$ cat config.mk
export PLATFORM = sky130hd
export DESIGN_NAME = bram_stream_reader
export DESIGN_NICKNAME = d
export VERILOG_FILES = /design/src/rtl/bram_stream_reader.sv
export SDC_FILE = /design/constraint.sdc
export NUM_CORES = 1
export LEC_CHECK = 0
export BUFFER_PORTS_ARGS = -buffer_cell sky130_fd_sc_hd__clkbuf_2
export CORE_MARGIN = 1.5
export CORE_UTILIZATION = 25
export DETAILED_ROUTE_END_ITERATION = 8
export PLACE_DENSITY = 0.42
export RECOVER_POWER = 50
export SLEW_MARGIN = 20
export SYNTH_ARGS = -nofsm -noshare
export SYNTH_HDL_FRONTEND = slang
export SYNTH_SLANG_ARGS = --single-unit
export TNS_END_PERCENT = 30
$ cat constraint.sdc
create_clock -name CLK -period 6.6 [get_ports CLK]
set_input_delay 1.32 -clock CLK [delete_from_list [all_inputs] [get_ports CLK]]
set_output_delay 1.32 -clock CLK [all_outputs]
set_load 0.05 [all_outputs]
$ cat src/rtl/bram_stream_reader.sv
// -----------------------------------------------------------------------------
// bram_stream_reader
//
// Read-side master for an 8-bit x 2048 simple-dual-port block RAM that has a
// 2-cycle read latency (RDEN plus output register). On START it reads LEN
// bytes upward from START_ADDR and presents them, in address order, on a
// valid/ready byte stream. A small skid FIFO absorbs reads that are already
// in flight, so the consumer may stall on any cycle.
//
// Ports
//   CLK, RST          clock, synchronous active-high reset (also feeds BRAM)
//   START             one-cycle request pulse, sampled only while idle
//   START_ADDR, LEN   first address and byte count (0..2048)
//   BUSY              high from the accepted START until DONE
//   DONE              one-cycle pulse after the last byte is accepted
//   ERR               one-cycle pulse when a request is rejected
//   RDADDR, RDEN      BRAM read address / enable (one RDEN pulse per byte)
//   REGCE             BRAM output register enable, low only during reset
//   DO                BRAM read data
//   M_DATA, M_VALID   stream data / valid, taken from the FIFO head
//   M_READY           stream ready; a byte moves when M_VALID && M_READY
//
// Configuration macro
//   BRAM_READER_WRAP_EN  defined: addresses wrap 2047 -> 0 and every request
//                        is accepted (ERR is never raised).
//                        undefined: a request with START_ADDR+LEN > 2048 is
//                        rejected with an ERR pulse.
// -----------------------------------------------------------------------------

module bram_stream_reader_chk #(
    parameter int FIFO_D = 4,
    parameter int CNT_W  = 3
) (
    input logic             clk,
    input logic             rst,
    input logic             push,
    input logic             pop,
    input logic [CNT_W-1:0] count
);
    // A capture into a full FIFO without a simultaneous pop would drop a byte;
    // the credit rule must make this unreachable.
    property p_no_overflow;
        @(posedge clk) disable iff (rst)
            !(push && !pop && (count == CNT_W'(FIFO_D)));
    endproperty

    a_no_overflow: assert property (p_no_overflow);
endmodule

module bram_stream_reader #(
    parameter int ADDR_W = 11,
    parameter int DATA_W = 8,
    parameter int RD_LAT = 2,
    parameter int FIFO_D = 4
) (
    input  logic              CLK,
    input  logic              RST,
    input  logic              START,
    input  logic [ADDR_W-1:0] START_ADDR,
    input  logic [ADDR_W:0]   LEN,
    output logic              BUSY,
    output logic              DONE,
    output logic              ERR,
    output logic [ADDR_W-1:0] RDADDR,
    output logic              RDEN,
    output logic              REGCE,
    input  logic [DATA_W-1:0] DO,
    output logic [DATA_W-1:0] M_DATA,
    output logic              M_VALID,
    input  logic              M_READY
);
    localparam int CNT_W = $clog2(FIFO_D + 1);
    localparam int PTR_W = $clog2(FIFO_D);

    localparam logic [ADDR_W:0]   LEN_ZERO   = {(ADDR_W+1){1'b0}};
    localparam logic [ADDR_W:0]   LEN_ONE    = {{ADDR_W{1'b0}}, 1'b1};
    localparam logic [ADDR_W-1:0] ADDR_ZERO  = {ADDR_W{1'b0}};
    localparam logic [ADDR_W-1:0] ADDR_ONE   = {{(ADDR_W-1){1'b0}}, 1'b1};
    localparam logic [ADDR_W+1:0] MEM_SIZE   = {2'b01, {ADDR_W{1'b0}}};
    localparam logic [CNT_W-1:0]  CNT_ZERO   = {CNT_W{1'b0}};
    localparam logic [CNT_W-1:0]  CNT_ONE    = {{(CNT_W-1){1'b0}}, 1'b1};
    localparam logic [PTR_W-1:0]  PTR_ZERO   = {PTR_W{1'b0}};
    localparam logic [PTR_W-1:0]  PTR_ONE    = {{(PTR_W-1){1'b0}}, 1'b1};
    localparam logic [PTR_W-1:0]  PTR_LAST   = PTR_W'(FIFO_D - 1);
    localparam logic [RD_LAT-1:0] VLD_ZERO   = {RD_LAT{1'b0}};
    localparam logic [7:0]        CREDIT_MAX = 8'(FIFO_D);

    typedef enum logic [1:0] {
        IDLE  = 2'b00,
        ISSUE = 2'b01,
        DRAIN = 2'b10
    } state_t;

    function automatic logic [7:0] count_ones(input logic [RD_LAT-1:0] bits);
        logic [7:0] n;
        n = 8'd0;
        for (int i = 0; i < RD_LAT; i++) begin
            n = n + {7'd0, bits[i]};
        end
        return n;
    endfunction

    function automatic logic [PTR_W-1:0] ptr_inc(input logic [PTR_W-1:0] p);
        return (p == PTR_LAST) ? PTR_ZERO : (p + PTR_ONE);
    endfunction

    state_t              state_r, state_nxt_s;
    logic                busy_r, busy_nxt_s;
    logic                done_r, done_nxt_s;
    logic                err_r, err_nxt_s;
    logic                rden_r, rden_nxt_s;
    logic [ADDR_W-1:0]   rdaddr_r, rdaddr_nxt_s;
    logic [ADDR_W:0]     remaining_r, remaining_nxt_s;
    logic [RD_LAT-1:0]   vld_sr_r;

    logic [DATA_W-1:0]   fifo_mem_r [FIFO_D];
    logic [PTR_W-1:0]    wr_ptr_r, rd_ptr_r;
    logic [CNT_W-1:0]    count_r, count_nxt_s;

    logic                push_s, pop_s;
    logic                issue_ok_s, req_bad_s, drain_done_s;
    logic [7:0]          outstanding_s;
    logic [ADDR_W+1:0]   req_end_s;

    assign push_s  = vld_sr_r[RD_LAT-1];
    assign M_VALID = (count_r != CNT_ZERO);
    assign pop_s   = M_VALID & M_READY;
    assign M_DATA  = fifo_mem_r[rd_ptr_r];

    assign BUSY   = busy_r;
    assign DONE   = done_r;
    assign ERR    = err_r;
    assign RDEN   = rden_r;
    assign RDADDR = rdaddr_r;
    assign REGCE  = ~RST;

    // Bytes that will be held or in flight after this edge if no new read is
    // issued now; a new read is allowed only if it still fits in the FIFO.
    assign outstanding_s = 8'(count_r) + {7'd0, rden_r} + count_ones(vld_sr_r);
    assign issue_ok_s    = (outstanding_s < (CREDIT_MAX + {7'd0, pop_s}));

    assign req_end_s = {2'b00, START_ADDR} + {1'b0, LEN};
`ifdef BRAM_READER_WRAP_EN
    assign req_bad_s = 1'b0;
`else
    assign req_bad_s = (req_end_s > MEM_SIZE);
`endif

    // Transfer finishes once nothing is in flight and the FIFO empties this cycle.
    assign drain_done_s = !rden_r && (vld_sr_r == VLD_ZERO) && (count_nxt_s == CNT_ZERO);

    // FIFO occupancy for the next cycle; push and pop together leave it unchanged.
    always_comb begin
        count_nxt_s = count_r;
        case ({push_s, pop_s})
            2'b10:   count_nxt_s = count_r + CNT_ONE;
            2'b01:   count_nxt_s = count_r - CNT_ONE;
            default: count_nxt_s = count_r;
        endcase
    end

    // Next-state and next-output logic of the request/issue/drain controller.
    always_comb begin
        state_nxt_s     = state_r;
        busy_nxt_s      = busy_r;
        done_nxt_s      = 1'b0;
        err_nxt_s       = 1'b0;
        rden_nxt_s      = 1'b0;
        rdaddr_nxt_s    = rdaddr_r;
        remaining_nxt_s = remaining_r;
        case (state_r)
            IDLE: begin
                if (START) begin
                    if (LEN == LEN_ZERO) begin
                        done_nxt_s = 1'b1;
                    end else if (req_bad_s) begin
                        err_nxt_s = 1'b1;
                    end else begin
                        // The first read goes out in the cycle after START.
                        state_nxt_s     = ISSUE;
                        busy_nxt_s      = 1'b1;
                        rden_nxt_s      = 1'b1;
                        rdaddr_nxt_s    = START_ADDR;
                        remaining_nxt_s = LEN - LEN_ONE;
                    end
                end else begin
                    state_nxt_s = IDLE;
                end
            end
            ISSUE: begin
                if (remaining_r == LEN_ZERO) begin
                    state_nxt_s = DRAIN;
                end else if (issue_ok_s) begin
                    rden_nxt_s      = 1'b1;
                    rdaddr_nxt_s    = rdaddr_r + ADDR_ONE;
                    remaining_nxt_s = remaining_r - LEN_ONE;
                end else begin
                    state_nxt_s = ISSUE;
                end
            end
            DRAIN: begin
                if (drain_done_s) begin
                    done_nxt_s  = 1'b1;
                    busy_nxt_s  = 1'b0;
                    state_nxt_s = IDLE;
                end else begin
                    state_nxt_s = DRAIN;
                end
            end
            default: begin
                state_nxt_s = IDLE;
                busy_nxt_s  = 1'b0;
            end
        endcase
    end

    // Controller state, BRAM request outputs and in-flight read tracking.
    always_ff @(posedge CLK) begin
        if (RST) begin
            state_r     <= IDLE;
            busy_r      <= 1'b0;
            done_r      <= 1'b0;
            err_r       <= 1'b0;
            rden_r      <= 1'b0;
            rdaddr_r    <= ADDR_ZERO;
            remaining_r <= LEN_ZERO;
            vld_sr_r    <= VLD_ZERO;
        end else begin
            state_r     <= state_nxt_s;
            busy_r      <= busy_nxt_s;
            done_r      <= done_nxt_s;
            err_r       <= err_nxt_s;
            rden_r      <= rden_nxt_s;
            rdaddr_r    <= rdaddr_nxt_s;
            remaining_r <= remaining_nxt_s;
            // The oldest bit marks a cycle in which DO carries a requested byte.
            vld_sr_r    <= {vld_sr_r[RD_LAT-2:0], rden_r};
        end
    end

    // Skid FIFO: captures DO when the matching read emerges, drains on handshake.
    always_ff @(posedge CLK) begin
        if (RST) begin
            wr_ptr_r <= PTR_ZERO;
            rd_ptr_r <= PTR_ZERO;
            count_r  <= CNT_ZERO;
            for (int i = 0; i < FIFO_D; i++) begin
                fifo_mem_r[i] <= {DATA_W{1'b0}};
            end
        end else begin
            if (push_s) begin
                fifo_mem_r[wr_ptr_r] <= DO;
                wr_ptr_r             <= ptr_inc(wr_ptr_r);
            end
            if (pop_s) begin
                rd_ptr_r <= ptr_inc(rd_ptr_r);
            end
            count_r <= count_nxt_s;
        end
    end

    bram_stream_reader_chk #(
        .FIFO_D (FIFO_D),
        .CNT_W  (CNT_W)
    ) u_chk (
        .clk   (CLK),
        .rst   (RST),
        .push  (push_s),
        .pop   (pop_s),
        .count (count_r)
    );
endmodule
==> metrics, run 1 <==
status=finished, violations left; failing checks=max-capacitance violations, max-slew violations; Synth Area in Compound Gates=18.2%; total track usage=14.1%; Hold Crit Class=reg2reg; antenna cells=0; Worst R2R Path Depth=10; routed len/inst=16.3 um; worst-margin pin slew=1.90 ns; Layout fillers=1867; CTS Buf Count=9; clk_skew=0.00589 ns; area leader, netlist=edfxtp_1; commonest non-fill, non-tap cells in the layout=nor2_1 (45), clkbuf_2 (43), dfxtp_1 (40); initial antenna violation count=0; share of cells above drive strength 1=14.8%; hold_buf cts=0; Syn Inst Count=482; Buffers on Ports=59; Placed Cells=751; Clock Path Buffers=2; asr flop ratio synth=0%; Req. time, crit path=5.28 ns; RSZ-0062 raised after global routing=false; Resized Gates After CTS=0; H-tree Lvls=3; synthesized flop and latch total=72; Slew Limit Fails=39; multi-input logic area=2480 sq um; Max-slew headroom=-26.5%; DRT antenna net count=0; final worst path period share=72.3%; Post-Synth XOR/XNOR Area=0.990%; Starting Density=25.6%; Tmin final=4.77 ns; largest family of logic cells by synthesized area=simple AND/OR/NAND/NOR gates; Distinct cells, synth=61; critical path data arrival time=3.45 ns; Setup Viol. Count Final=0; number of setup buffers added after CTS=0; pin count of the biggest net entering global routing=40; adder-cell share of the synthesized area=6.90%; Routed WL=12.5 mm; Root Buffer=clkbuf_16; crit start category=input port; drt pass-1 iters=4; Fin Setup TNS=0 ns; Max Freq=210 MHz; drt drc=0; yosys warns=0; first-pass GRT wire length=19.9 mm; Nets=594; HPWL Detailed=9.05 mm; top post-synthesis cells by area=edfxtp_1 (22%), dfxtp_1 (18%), ha_1 (5.1%); Mapped Avg Cell Area=9.18 sq um; die extent in x=136 um; vias=3829; fraction of synthesized area in multiplexers=6.39%; Die Area=18500 sq um; grt ovf=0; Post-Synth Simple-Gate Area=23.6%; worst IR drop on VDD=130 uV; most common cell after layout, fill and taps aside=nor2_1; Vias/cell=4.99; PwrDens=289 nW/um^2; number of flops mapped to enable cells by yosys=32; Hold Path Depth=2; Crit. End Element=output port; syn nets=539; Final Core Density=30.2%; GPL Wtd Cong=0.838; Site Rows=48; Starting DRT DRC Count=199; Leak=2.06 nW; ys flop type=dfxtp_1; Area Overhead vs Synth=18.2%; Hold WS=0.477 ns; Finished Layout Cells=767; critical path peak fanout=38; Clock Latency Late Sink=0.34 ns; Post-Syn Area=4420 sq um; clk slew on worst S/H paths=0.06 ns; die height=136 um; core area=17300 sq um; maximum capacitance violations=1; vias in the first global route=3751; Reg area=1760 sq um; clock sinks=72; Yosys top cell area share=21.7%; CP Class=in2out; Final Hold Viols=0; boundary pin count=60; sequential fraction of the synthesis area=39.8%; CTS tree=done
registers in the layout (all words and copies together), names as in the netlist, named ones only:
signal and flops:
fifo_mem_r 32, remaining_r 12, RDADDR 11, count_r 3, rd_ptr_r 2, state_r 2, vld_sr_r 2, wr_ptr_r 2
BUSY 1, DONE 1, ERR 1, RDEN 1
layout make-up:
class / count / area share (%)
clock inverters: 6 / 1.63
repair buffers: 66 / 5.91
multi-input cells: 367 / 47.5
well taps: 225 / 5.38
flip-flops and latches: 72 / 33.7
inverters: 21 / 1.51
clock buffers: 10 / 4.38
layer usage:
layer | part of all wire (%) | routed length (um) | global-route usage, %
met4 | 1.2 | 145 | 3.84
met3 | 4.6 | 575 | 3.47
met5 | 0 | 0 | 0
met1 | 45 | 5600 | 17.2
met2 | 50 | 6220 | 24.5
cell usage after synthesis (all sizes together), types with 4 or more instances:
master   n
edfxtp  32
a31oi    6
inv     20
clkbuf  15
a211oi   6
a21oi   40
and2    26
ha      18
mux4     8
nor3    24
dfxtp   40
and3    19
o22ai    6
nand3   21
a22o     6
nor2    45
o21ai   22
nor3b    4
o211ai   5
mux2i    8
a311o    4
nand2   33
nor2b    6
or3      6
buf      7
o31ai    4
a211o    4
fa       4
or2      4
cell families after synthesis:
group / count (synthesis)
compound gates: 119
xor+xnor: 5
fa+ha+maj: 22
buf+inv: 43
flops: 72
mux: 18
simple gates: 203
critical path, cell delays in order:
cell,delay [ns]
clkbuf_2,0.07
clkbuf_1,1.35
clkinv_1,0.34
clkbuf_2,0.34
per-stage QoR:
stage | setup slack [ns] | total power [mW] | cell area, sq um
after detailed placement | 1.76 | 1.01 | 4950
after global routing | 1.49 | 1.60 | 5230
after floorplan | 2.65 | 0.893 | 4420
final | 1.83 | 1.51 | 5230
after CTS | 2.11 | 1.54 | 5270
after global placement | 1.88 | 1.00 | 4950
path summary, 6_finish.rpt:
path / from / end / slack [ns]
max: RST / REGCE / 1.83
min: remaining_r[0] / remaining_r[0] / 0.48
min reg2reg: remaining_r[0] / remaining_r[0] / 0.48
max reg2reg: count_r[0] / remaining_r[4] / 2.90
where the power goes:
| group | internal [mW] | total [mW] | switching, mW | leakage [nW] |
|---|---|---|---|---|
| clock | 0.330 | 0.523 | 0.193 | 0.150 |
| sequential | 0.502 | 0.553 | 0.0503 | 0.656 |
| combinational | 0.152 | 0.437 | 0.285 | 1.25 |
Power figures use the tool's default switching activity.
==> run 2, diff against run 1 <==
Settings changed: PLACE_DENSITY 0.42 to 0.44.
Clock period 6.6 ns to 4 ns, I/O delays scaled along.
==> run 2 against run 1 <==
The run still ends with max-capacitance violations, max-slew violations left. Design area up 0.86%. Sequential power up 64%. Non-clock buffer count up 8. First-iteration DRC count grew 3.5%. Routed wire length up 1.3%. Power grew 61%. Highest routed layer unchanged.
==> metrics, run 2 (synthesis gave the netlist of run 1 again) <==
status=finished, violations left; failing checks=max-capacitance violations, max-slew violations; die height=136 um; CTS tree=done; drt drc=0; Max Freq=282 MHz; Worst Path Buf+Inv=2; Crit. End Element=register; PwrDens=462 nW/um^2; clk_skew=0.00680 ns; critical path's largest stage delay=0.43 ns; CTS Buf Count=9; portion of total power attributed to sequential cells=37.2%; DRT antenna net count=0; boundary pin count=60; pin count of the biggest net entering global routing=38; initial antenna violation count=0; Switch Pwr=0.911 mW; Starting DRT DRC Count=206; HPWL Detailed=9.36 mm; Final Hold Viols=0; vias in the first global route=3859; RSZ-0062 raised after global routing=false; crit start category=input port; Starting Density=25.6%; Clock Latency Late Sink=0.34 ns; Cell Int Power=1.53 mW; Fin Setup TNS=0 ns; Tmin final=3.54 ns; Gate power share=30.6%; Req. time, crit path=4.14 ns; number of setup buffers added after CTS=0; core area=17300 sq um; hold_buf cts=0; commonest non-fill, non-tap cells in the layout=nor2_1 (45), clkbuf_2 (43), dfxtp_1 (40); Resized Gates After CTS=0; share of cells above drive strength 1=16.4%; Vias/cell=4.95; Max-slew headroom=-20.7%; drt pass-1 iters=5; Worst path top cell family by delay=compound AO/OA/AOI/OAI gates; worst-margin pin slew=1.81 ns; CP Class=in2reg; Layout fillers=1864; Routed WL=12.7 mm; GPL Wtd Cong=0.867; Buffers on Ports=59; die extent in x=136 um; Setup Viol. Count Final=0; FF-to-FF Start=count_r[0]; Die Area=18500 sq um; Reg with most FFs=fifo_mem_r; maximum capacitance violations=1; Area Overhead vs Synth=19.2%; clock sinks=72; Clock Path Buffers=2; Clock power frac=32.2%; antenna cells=0; final worst path period share=88.5%; min setup slack post-route=0.460 ns; routed len/inst=16.4 um; most common cell after layout, fill and taps aside=nor2_1; Site Rows=48; CP Cell Sequence=clkbuf_2, ha_1, fa_1, a21oi_1, o221a_2, o21ai_0, a2111oi_0, o21ai_1, and3_1, buf_4, o21ai_0, a21oi_1; Placed Cells=759; dpl ws=0.110 ns; CP max stage cell=a2111oi_0; max reg flops=32; total track usage=14.5%; Finished Layout Cells=775; Root Buffer=clkbuf_16; vias=3835; Hold Crit Class=reg2reg; Setup crit start=START_ADDR[0]; Reg area=1760 sq um; switch share=37.3%; H-tree Lvls=3; Nets=602; Worst Hold Launch=remaining_r[0]; Slew Limit Fails=38; first-pass GRT wire length=20.5 mm; clk slew on worst S/H paths=0.06 ns; multi-input logic area=2480 sq um; critical path data arrival time=3.68 ns; Leak=2.08 nW; critical path peak fanout=9; worst IR drop on VDD=251 uV; grt ovf=0
run 2: worst min-delay path, delay by kind of cell (launching register included):
kind            cells  cell delay, ns
compound gates      1            0.05
flops               1            0.32
simple gates        1            0.06
run 2: layout make-up:
cell class / count / share of cell area [%]
multi-input cells: 367 / 47.1
inverters: 21 / 1.49
clock buffers: 9 / 4.27
flip-flops and latches: 72 / 33.4
well taps: 225 / 5.34
repair buffers: 74 / 7.24
clock inverters: 7 / 1.16
run 2: per-stage QoR:
stage                     utilization (%)  cell area (sq um)  hold WS (ns)  total power [mW]
after global placement               29.1               5030         0.458              1.67
after floorplan                         -               4420         0.440              1.47
after detailed placement             29.1               5030         0.460              1.68
after CTS                            30.7               5310         0.469              2.48
after global routing                 30.5               5270         0.482              2.58
final                                30.5               5270         0.470              2.44
run 2: power by group through the flow:
stage               sequential, mW  combinational (mW)  clock, mW
floorplan                    0.939               0.535          0
global placement             0.923               0.747          0
detailed placement           0.924               0.753          0
CTS                          0.908               0.759      0.813
global route                 0.921               0.823      0.841
finish                       0.906               0.746      0.787
run 2: path summary, 6_finish.rpt:
path / end / slack, ns / depth (start not counted)
worst max-delay path: RDADDR[8] / 0.46 / 12
worst min-delay path: remaining_r[0] / 0.47 / 2
worst max register to register: RDADDR[8] / 0.60 / 11
worst min register to register: remaining_r[0] / 0.47 / 2
run 2: layer usage:
metal	track usage, %	up-vias	routed length, um
met5	0	-	0
met4	5.79	0	251
met3	2.65	14	472
met2	25.3	76	6310
met1	17.5	1829	5670
li1	-	1916	-
